==> config.mk <==
export PLATFORM = sky130hd
export DESIGN_NAME = screening_scanner
export DESIGN_NICKNAME = d
export VERILOG_FILES = /design/src/rtl/screening_scanner.sv
export SDC_FILE = /design/constraint.sdc
export NUM_CORES = 1
export LEC_CHECK = 0
export CORE_ASPECT_RATIO = 1.1
export CORE_MARGIN = 2
export CORE_UTILIZATION = 40
export CTS_CLUSTER_SIZE = 25
export DETAILED_ROUTE_END_ITERATION = 10
export DONT_BUFFER_PORTS = 1
export SYNTH_ARGS = -nofsm -noshare
export SYNTH_HDL_FRONTEND = slang
export SYNTH_SLANG_ARGS = --single-unit
==> constraint.sdc <==
create_clock -name clk_i -period 3 [get_ports clk_i]
set_input_delay 0.6 -clock clk_i [delete_from_list [all_inputs] [get_ports clk_i]]
set_output_delay 0.6 -clock clk_i [all_outputs]
set_load 0.1 [all_outputs]
==> src/rtl/screening_scanner.sv <==
// Sequential bit scanner: accepts a word and emits its set bits one per handshake,
// junior-first or senior-first, as a one-hot word plus its binary index.
module screening_scanner #(
  parameter int WORD_WIDTH = 8,
  localparam int INDEX_WIDTH = (WORD_WIDTH > 1) ? $clog2(WORD_WIDTH) : 1
) (
  input  logic                   clk_i,
  input  logic                   rst_n_i,
  input  logic                   clear_i,
  input  logic                   in_valid_i,
  output logic                   in_ready_o,
  input  logic [WORD_WIDTH-1:0]  data_i,
  input  logic                   c_i,
  input  logic                   mode_i,
  output logic                   out_valid_o,
  input  logic                   out_ready_i,
  output logic [WORD_WIDTH-1:0]  out_data_o,
  output logic [INDEX_WIDTH-1:0] out_index_o,
  output logic                   out_last_o,
  output logic                   c_o
);

  typedef enum logic {IDLE, SCAN} state_t;

  state_t                 state;
  logic [WORD_WIDTH-1:0]  res;
  logic                   mode;

  logic [INDEX_WIDTH-1:0] pick_idx;
  logic [WORD_WIDTH-1:0]  pick;
  logic                   last;
  logic                   scanning;
  logic                   load;
  logic                   consume;

  // Position of the lowest (senior=0) or highest (senior=1) set bit; 0 when v is empty.
  function automatic logic [INDEX_WIDTH-1:0] screen_index(input logic [WORD_WIDTH-1:0] v,
                                                          input logic senior);
    logic [INDEX_WIDTH-1:0] idx;
    idx = '0;
    for (int i = 0; i < WORD_WIDTH; i++) begin
      if (senior && v[i]) idx = INDEX_WIDTH'(i);
    end
    for (int i = WORD_WIDTH - 1; i >= 0; i--) begin
      if (!senior && v[i]) idx = INDEX_WIDTH'(i);
    end
    return idx;
  endfunction

  function automatic logic [WORD_WIDTH-1:0] one_hot(input logic [INDEX_WIDTH-1:0] idx,
                                                    input logic nonzero);
    logic [WORD_WIDTH-1:0] r;
    r = '0;
    for (int i = 0; i < WORD_WIDTH; i++) begin
      if (nonzero && (INDEX_WIDTH'(i) == idx)) r[i] = 1'b1;
    end
    return r;
  endfunction

  always_comb begin
    scanning = (state == SCAN);
    pick_idx = screen_index(res, mode);
    pick     = one_hot(pick_idx, |res);
    // Last beat when nothing remains after removing the current bit (covers the empty word).
    last     = ((res & ~pick) == '0);

    out_valid_o = scanning;
    out_data_o  = scanning ? pick : '0;
    out_index_o = scanning ? pick_idx : '0;
    out_last_o  = scanning & last;
    c_o         = scanning & (res == '0);

    in_ready_o  = !clear_i && (!scanning || (out_ready_i && last));
    load        = in_valid_i & in_ready_o;
    consume     = scanning & out_ready_i;
  end

  always_ff @(posedge clk_i or negedge rst_n_i) begin
    if (!rst_n_i) begin
      state <= IDLE;
      res   <= '0;
      mode  <= 1'b0;
    end else if (clear_i) begin
      state <= IDLE;
      res   <= '0;
    end else if (load) begin
      state <= SCAN;
      res   <= c_i ? data_i : '0;
      mode  <= mode_i;
    end else if (consume) begin
      res <= res & ~pick;
      if (last) state <= IDLE;
    end
  end

endmodule

# ---- Yosys cells after proc, flatten, opt, wreduce, memory -nomap -nowiden
# Cells that the tools add are included.
dict set report classes {
  n_eq_ne 7
  muxes 33
  bitwise_logic 7
  reduce_logical 37
}
# op count
set ops {}
lappend ops {{8-bit 2-to-1 mux} 5}
lappend ops {{3-bit 2-to-1 mux} 13}
lappend ops {{1-bit logical AND} 25}
lappend ops {{8-bit logical NOT} 2}
lappend ops {{1-bit 2-to-1 mux} 13}
lappend ops {{3-bit == test, first input constant} 4}
lappend ops {{8-bit bitwise AND} 1}
lappend ops {{8-bit NOT} 1}
lappend ops {{8-bit OR reduction} 1}
lappend ops {{2-bit by 3-bit == test with 1-bit output, first input constant} 2}
lappend ops {{3-bit nonzero test} 2}
lappend ops {{1-bit bitwise AND} 4}
lappend ops {{2-bit 2-to-1 mux} 2}
lappend ops {{2-bit AND reduction} 2}
lappend ops {{1-bit by 3-bit == test with 1-bit output, first input constant} 1}
lappend ops {{1-bit logical NOT} 3}
lappend ops {{3-bit logical NOT} 1}
lappend ops {{1-bit logical OR} 1}
lappend ops {{1-bit NOT} 1}
dict set report totals {
  register_bits 10
  input_bits 15
  out_inout_bits 15
  elab_cells 87
}

# ---- Logic depth before layout (Yosys ltp)
dict set report depth {
  ltp_word 28
  mapped_depth 10
  depth_no_buf 8
}

# ---- Worst setup path before layout
# No wires, ideal clock.
dict set report synth_timing {
  path_kind {reg2out}
  start {register res[4]}
  end {output port out_last_o}
  t_arrival_ns 4.584
  required_ns 2.400
  slack_ns -2.184
  stages_incl_launch_ff 7
  path_cell_list {dfrtp_1 -> or2_1 -> or3_1 -> a21o_1 -> a2111oi_2 -> a21oi_1 -> nor4_1}
}
dict set report synth_via {
  elab_chain_cells 20
  word_cells_on_any_way 43
  cone_classes {eq/ne: 7; mux: 20; bitwise: 3; reduce/logical: 13}
}
# item line
set synth_rtl {}
lappend synth_rtl {{from (decl)} 26} ;# logic [WORD_WIDTH-1:0] res;
lappend synth_rtl {{from (signal assigned)} 88} ;# res <= c_i ? data_i : '0;
lappend synth_rtl {{from (signal assigned)} 91} ;# res <= res & ~pick;
lappend synth_rtl {{1-bit logical AND} 42} ;# if (senior && v[i]) idx = INDEX_WIDTH'(i);
lappend synth_rtl {{3-bit 2-to-1 mux (4 in a row)} 42}
lappend synth_rtl {{3-bit 2-to-1 mux (8 in a row)} 45} ;# if (!senior && v[i]) idx = INDEX_WIDTH'(i);
lappend synth_rtl {{1-bit by 3-bit == test with 1-bit output (tied with other cells)} 55} ;# if (nonzero && (INDEX_WIDTH'(i) == idx)) r[i] = 1'b1;
lappend synth_rtl {{1-bit logical AND} 55}
lappend synth_rtl {{1-bit 2-to-1 mux} 55}
lappend synth_rtl {{8-bit NOT} 65} ;# last = ((res & ~pick) == '0);
lappend synth_rtl {{8-bit bitwise AND *} 65}
lappend synth_rtl {{8-bit logical NOT *} 65}
lappend synth_rtl {{1-bit bitwise AND *} 70} ;# out_last_o = scanning & last;
lappend synth_rtl {{to (decl)} 19} ;# output logic out_last_o,
# Mark *: on every way between the ends. The rest lies on a longest branch, timed or not.

# ---- Worst setup path after layout
dict set report layout_timing {
  start {register res[2]}
  end {output port in_ready_o}
}
dict set report layout_via {
  elab_chain_cells 24
  word_cells_on_any_way 47
  cone_classes {eq/ne: 7; mux: 22; bitwise: 2; reduce/logical: 16}
}
# item line
set layout_rtl {}
lappend layout_rtl {{1-bit logical AND} 42}
lappend layout_rtl {{2-bit 2-to-1 mux (2 in a row)} 42}
lappend layout_rtl {{3-bit 2-to-1 mux (4 in a row)} 42}
lappend layout_rtl {{3-bit 2-to-1 mux (8 in a row)} 45}
lappend layout_rtl {{1-bit by 3-bit == test with 1-bit output (tied with other cells)} 55}
lappend layout_rtl {{1-bit logical AND} 55}
lappend layout_rtl {{1-bit 2-to-1 mux} 55}
lappend layout_rtl {{8-bit NOT} 65}
lappend layout_rtl {{8-bit bitwise AND *} 65}
lappend layout_rtl {{8-bit logical NOT *} 65}
lappend layout_rtl {{1-bit logical AND *} 73} ;# in_ready_o = !clear_i && (!scanning || (out_ready_i && last));
lappend layout_rtl {{1-bit logical OR *} 73}
lappend layout_rtl {{1-bit logical AND *} 73}
lappend layout_rtl {{to (decl)} 11} ;# output logic in_ready_o,
# Marks and branches as above.

==> impl_metrics.csv <==
group,metric,value,unit
worst_setup_path,cp-end-kind,"output pin",
floorplan,start_util,0.4180,
synthesis,ys_types,38,
power_and_ir_drop,switching_share,0.4771,
floorplan,die_area,2472,um2
synthesis,synth_fa_ha_area_frac,0,
worst_setup_path,cp_data_arrival_time,2.73,ns
synthesis,ys_dominant_reg_cell,"dfrtp_1",
synthesis,synth_top_area_cell,"dfrtp_1",
power_and_ir_drop,power_frac_comb,0.630,
sta,tightestPinTransition,0.5371,ns
synthesis,ys_warn_count,0,
layout,layout-drive-gt1-share,0.5685,
synthesis,synth_seq_cells,10,
power_and_ir_drop,ir_drop,0.3575,mV
power_and_ir_drop,switchingPower,0.3299,mW
synthesis,syn_area_per_cell,8.037,um2
drt,dr.first_iter.drc_count,36,
synthesis,ys_async_sr_fraction,1.000,
clock_tree,clk_latency,0.27,ns
layout,diodes,0,
drt,wl_per_cell,18.64,um
place,place_ws,-0.03333,ns
run_status,violations,"negative setup slack",
drt,first_pass_iters,4,
place,placedCellCount,162,
clock_tree,cts-root-buf,"clkbuf_4",
global_route,grt_pass1_wl,5002,um
sta,max_slew_margin,0.6395,
synthesis,synth_edf_count,0,
power_and_ir_drop,seq_power_share,0.230,
place,port_buffers,0,
floorplan,die_w,47.59,um
sta,final-hold-violation-count,0,
global_route,grt_max_degree,11,
synthesis,synth_xor_area_frac,0,
drt,ant_nets,0,
floorplan,core.rowCount,17,
sta,drv_slew,0,
floorplan,die-height,51.94,um
synthesis,yosysSeqAreaShare,0.2994,
power_and_ir_drop,power_leakage,0.6234,nW
sta,finalClockSkew,0.01069,ns
floorplan,core-area,1999,um2
synthesis,syn_inst,104,
clock_tree,clkSinkCount,10,
global_route,gr-total-overflow,0,
power_and_ir_drop,power_density,450.1,nW/um2
power_and_ir_drop,internal-power,0.3616,mW
place,routabilityCongestion,0.9453,
clock_tree,clk_path_buf_depth,2,
sta,finalSetupViolCount,2,
synthesis,synthSimpleGateAreaFrac,0.3114,
sta,fin_crit_sh,1.109,
layout,syn_to_final_growth,83.83,%
clock_tree,htreeDepth,1,
worst_setup_path,critical_path_class,"flop to output pin",
layout,final_cell_mix,"buf_4, buf_12, nor2_1",
sta,timing.final.ws_setup,-0.3277,ns
layout,nNetsFinal,162,
clock_tree,clkTransAtPathRegs,0.07,ns
synthesis,synth_top_area_share,0.2994,
min_path,min_path_type,"input pin to async pin",
synthesis,yosys-top-cells-area,"dfrtp_1, nor2_1, a221o_1",
global_route,gr-usage-all-layers,0.2798,
worst_setup_path,crit_path_start_kind,"flop",
synthesis,syn_area,835.8,um2
worst_setup_path,cp.required,2.40,ns
drt,drt_drc_violations_left,0,
power_and_ir_drop,pwr-share-clk,0.140,
synthesis,syn-num-nets,119,
run_status,status,"finished, violations left",
sta,fmax,300.5,MHz
global_route,grt_pass1_vias,1136,
synthesis,synth_compound_area_frac,0.3398,
run,maxCapViolations,0,
clock_tree,cts_tree,"yes",
drt,drt_wl_total,3244,um
floorplan,io_pins,30,
synthesis,muxShareOfSynthArea,0.01347,
clock_tree,numCtsBuffers,3,
worst_setup_path,path_max_fanout,5,
layout,mostFrequentLayoutCell,"buf_4",
synthesis,synth_top_family_by_area,"compound AO/OA/AOI/OAI gates",
drt,vias_per_cell,6.264,
power_and_ir_drop,power,0.6915,mW
global_route,antenna_found_initial,0,
place,dp_hpwl,2362,um
sta,min_period,3.328,ns
sta,grt_setup_unrepaired,"true",
drt,vias,1090,
layout,final_cells,174,
power by group through the flow:
| stage | clock network [mW] | logic (mW) | registers (mW) |
|---|---|---|---|
| global placement | 0 | 0.362 | 0.159 |
| detailed placement | 0 | 0.370 | 0.159 |
| global route | 0.108 | 0.455 | 0.160 |
| CTS | 0.0970 | 0.399 | 0.158 |
| finish | 0.0968 | 0.435 | 0.159 |
| floorplan | 0 | 0.235 | 0.166 |
flip-flops by register name (all words and copies together) (netlist names):
signal / cells
mode: 1
res: 8
out_valid_o: 1
cell type report:
| class | instances | area, um2 |
|---|---|---|
| multi-input combinational | 87 | 755.7 |
| fill | 153 | 462.9 |
| timing repair buffer | 41 | 451.7 |
| sequential | 10 | 252.7 |
| tap | 28 | 35.03 |
| clock buffer | 4 | 26.28 |
| inverter | 4 | 15.01 |
Yosys cell counts (2+ instances only):
| cell | count |
|---|---|
| nor2_1 | 21 |
| dfrtp_1 | 10 |
| o21ai_0 | 5 |
| a221o_1 | 4 |
| a32o_1 | 4 |
| inv_1 | 4 |
| nand2_1 | 4 |
| nor3_1 | 4 |
| o31ai_1 | 4 |
| a21oi_1 | 3 |
| nand3_1 | 3 |
| o21ai_1 | 3 |
| or2_2 | 3 |
| a31oi_1 | 2 |
| and3_1 | 2 |
| clkbuf_1 | 2 |
| nand2b_1 | 2 |
| nor3b_1 | 2 |
| or2_1 | 2 |
| or3_1 | 2 |
stage by stage:
| step | hold WS (ns) | setup TNS, ns | instance area (um2) | utilization |
|---|---|---|---|---|
| after floorplan | 0.3044 | -1.290 | 939.7 | - |
| after global placement | 0.3046 | 0 | 1356 | 0.6783 |
| after detailed placement | 0.3045 | -0.06499 | 1356 | 0.6783 |
| after CTS | 0.01474 | -0.4666 | 1459 | 0.7297 |
| after global routing | 0.008070 | -0.8985 | 1536 | 0.7685 |
| final | 0.03081 | -0.6172 | 1536 | 0.7685 |
routing by layer:
metal,part of all wire,track usage,vias to the layer above
li1,-,-,484
met4,0.035,0.1081,0
met3,0.060,0.06250,16
met5,0,0,-
met1,0.37,0.3298,537
met2,0.54,0.4752,53
timing repair:
item | in CTS | in global routing
gates resized for setup | 11 | 12
pin swaps | 11 | 8
endpoints found under the setup margin | 8 | 18
endpoints found under the hold margin | 0 | 5
hold buffers | 0 | 1
setup buffers | 5 | 2
worst paths after layout:
kind                               from           to  slack, ns  depth (start not counted)
worst min-delay path            rst_n_i       res[4]       0.03                          0
max in group asynchronous       rst_n_i         mode       2.16                          1
worst max register to register   res[2]         mode       0.06                          9
min in group clk_i              clear_i  out_valid_o       0.38                          1
worst min register to register   res[2]       res[2]       0.58                          1
worst max-delay path             res[2]   in_ready_o      -0.33                          8
logic make-up (layout without fill, tap and decap cells):
logic type	after synthesis	count (layout)
buffers and inverters	7	49
and+or+nand+nor	51	51
AOI/OAI and AO/OA	35	35
DFF	10	10
muxes	1	1
critical path, cell delays in order, from the launching register on:
cell and delay, ns:
dfrtp_2 0.43, or2_4 0.25, nor3_2 0.31, o21ai_2 0.20, o31ai_2 0.31, nand4_1 0.20, o41a_1 0.46, nor2_4 0.12
buf_12 0.18
Note: power is estimated with default switching activity, not from simulation.
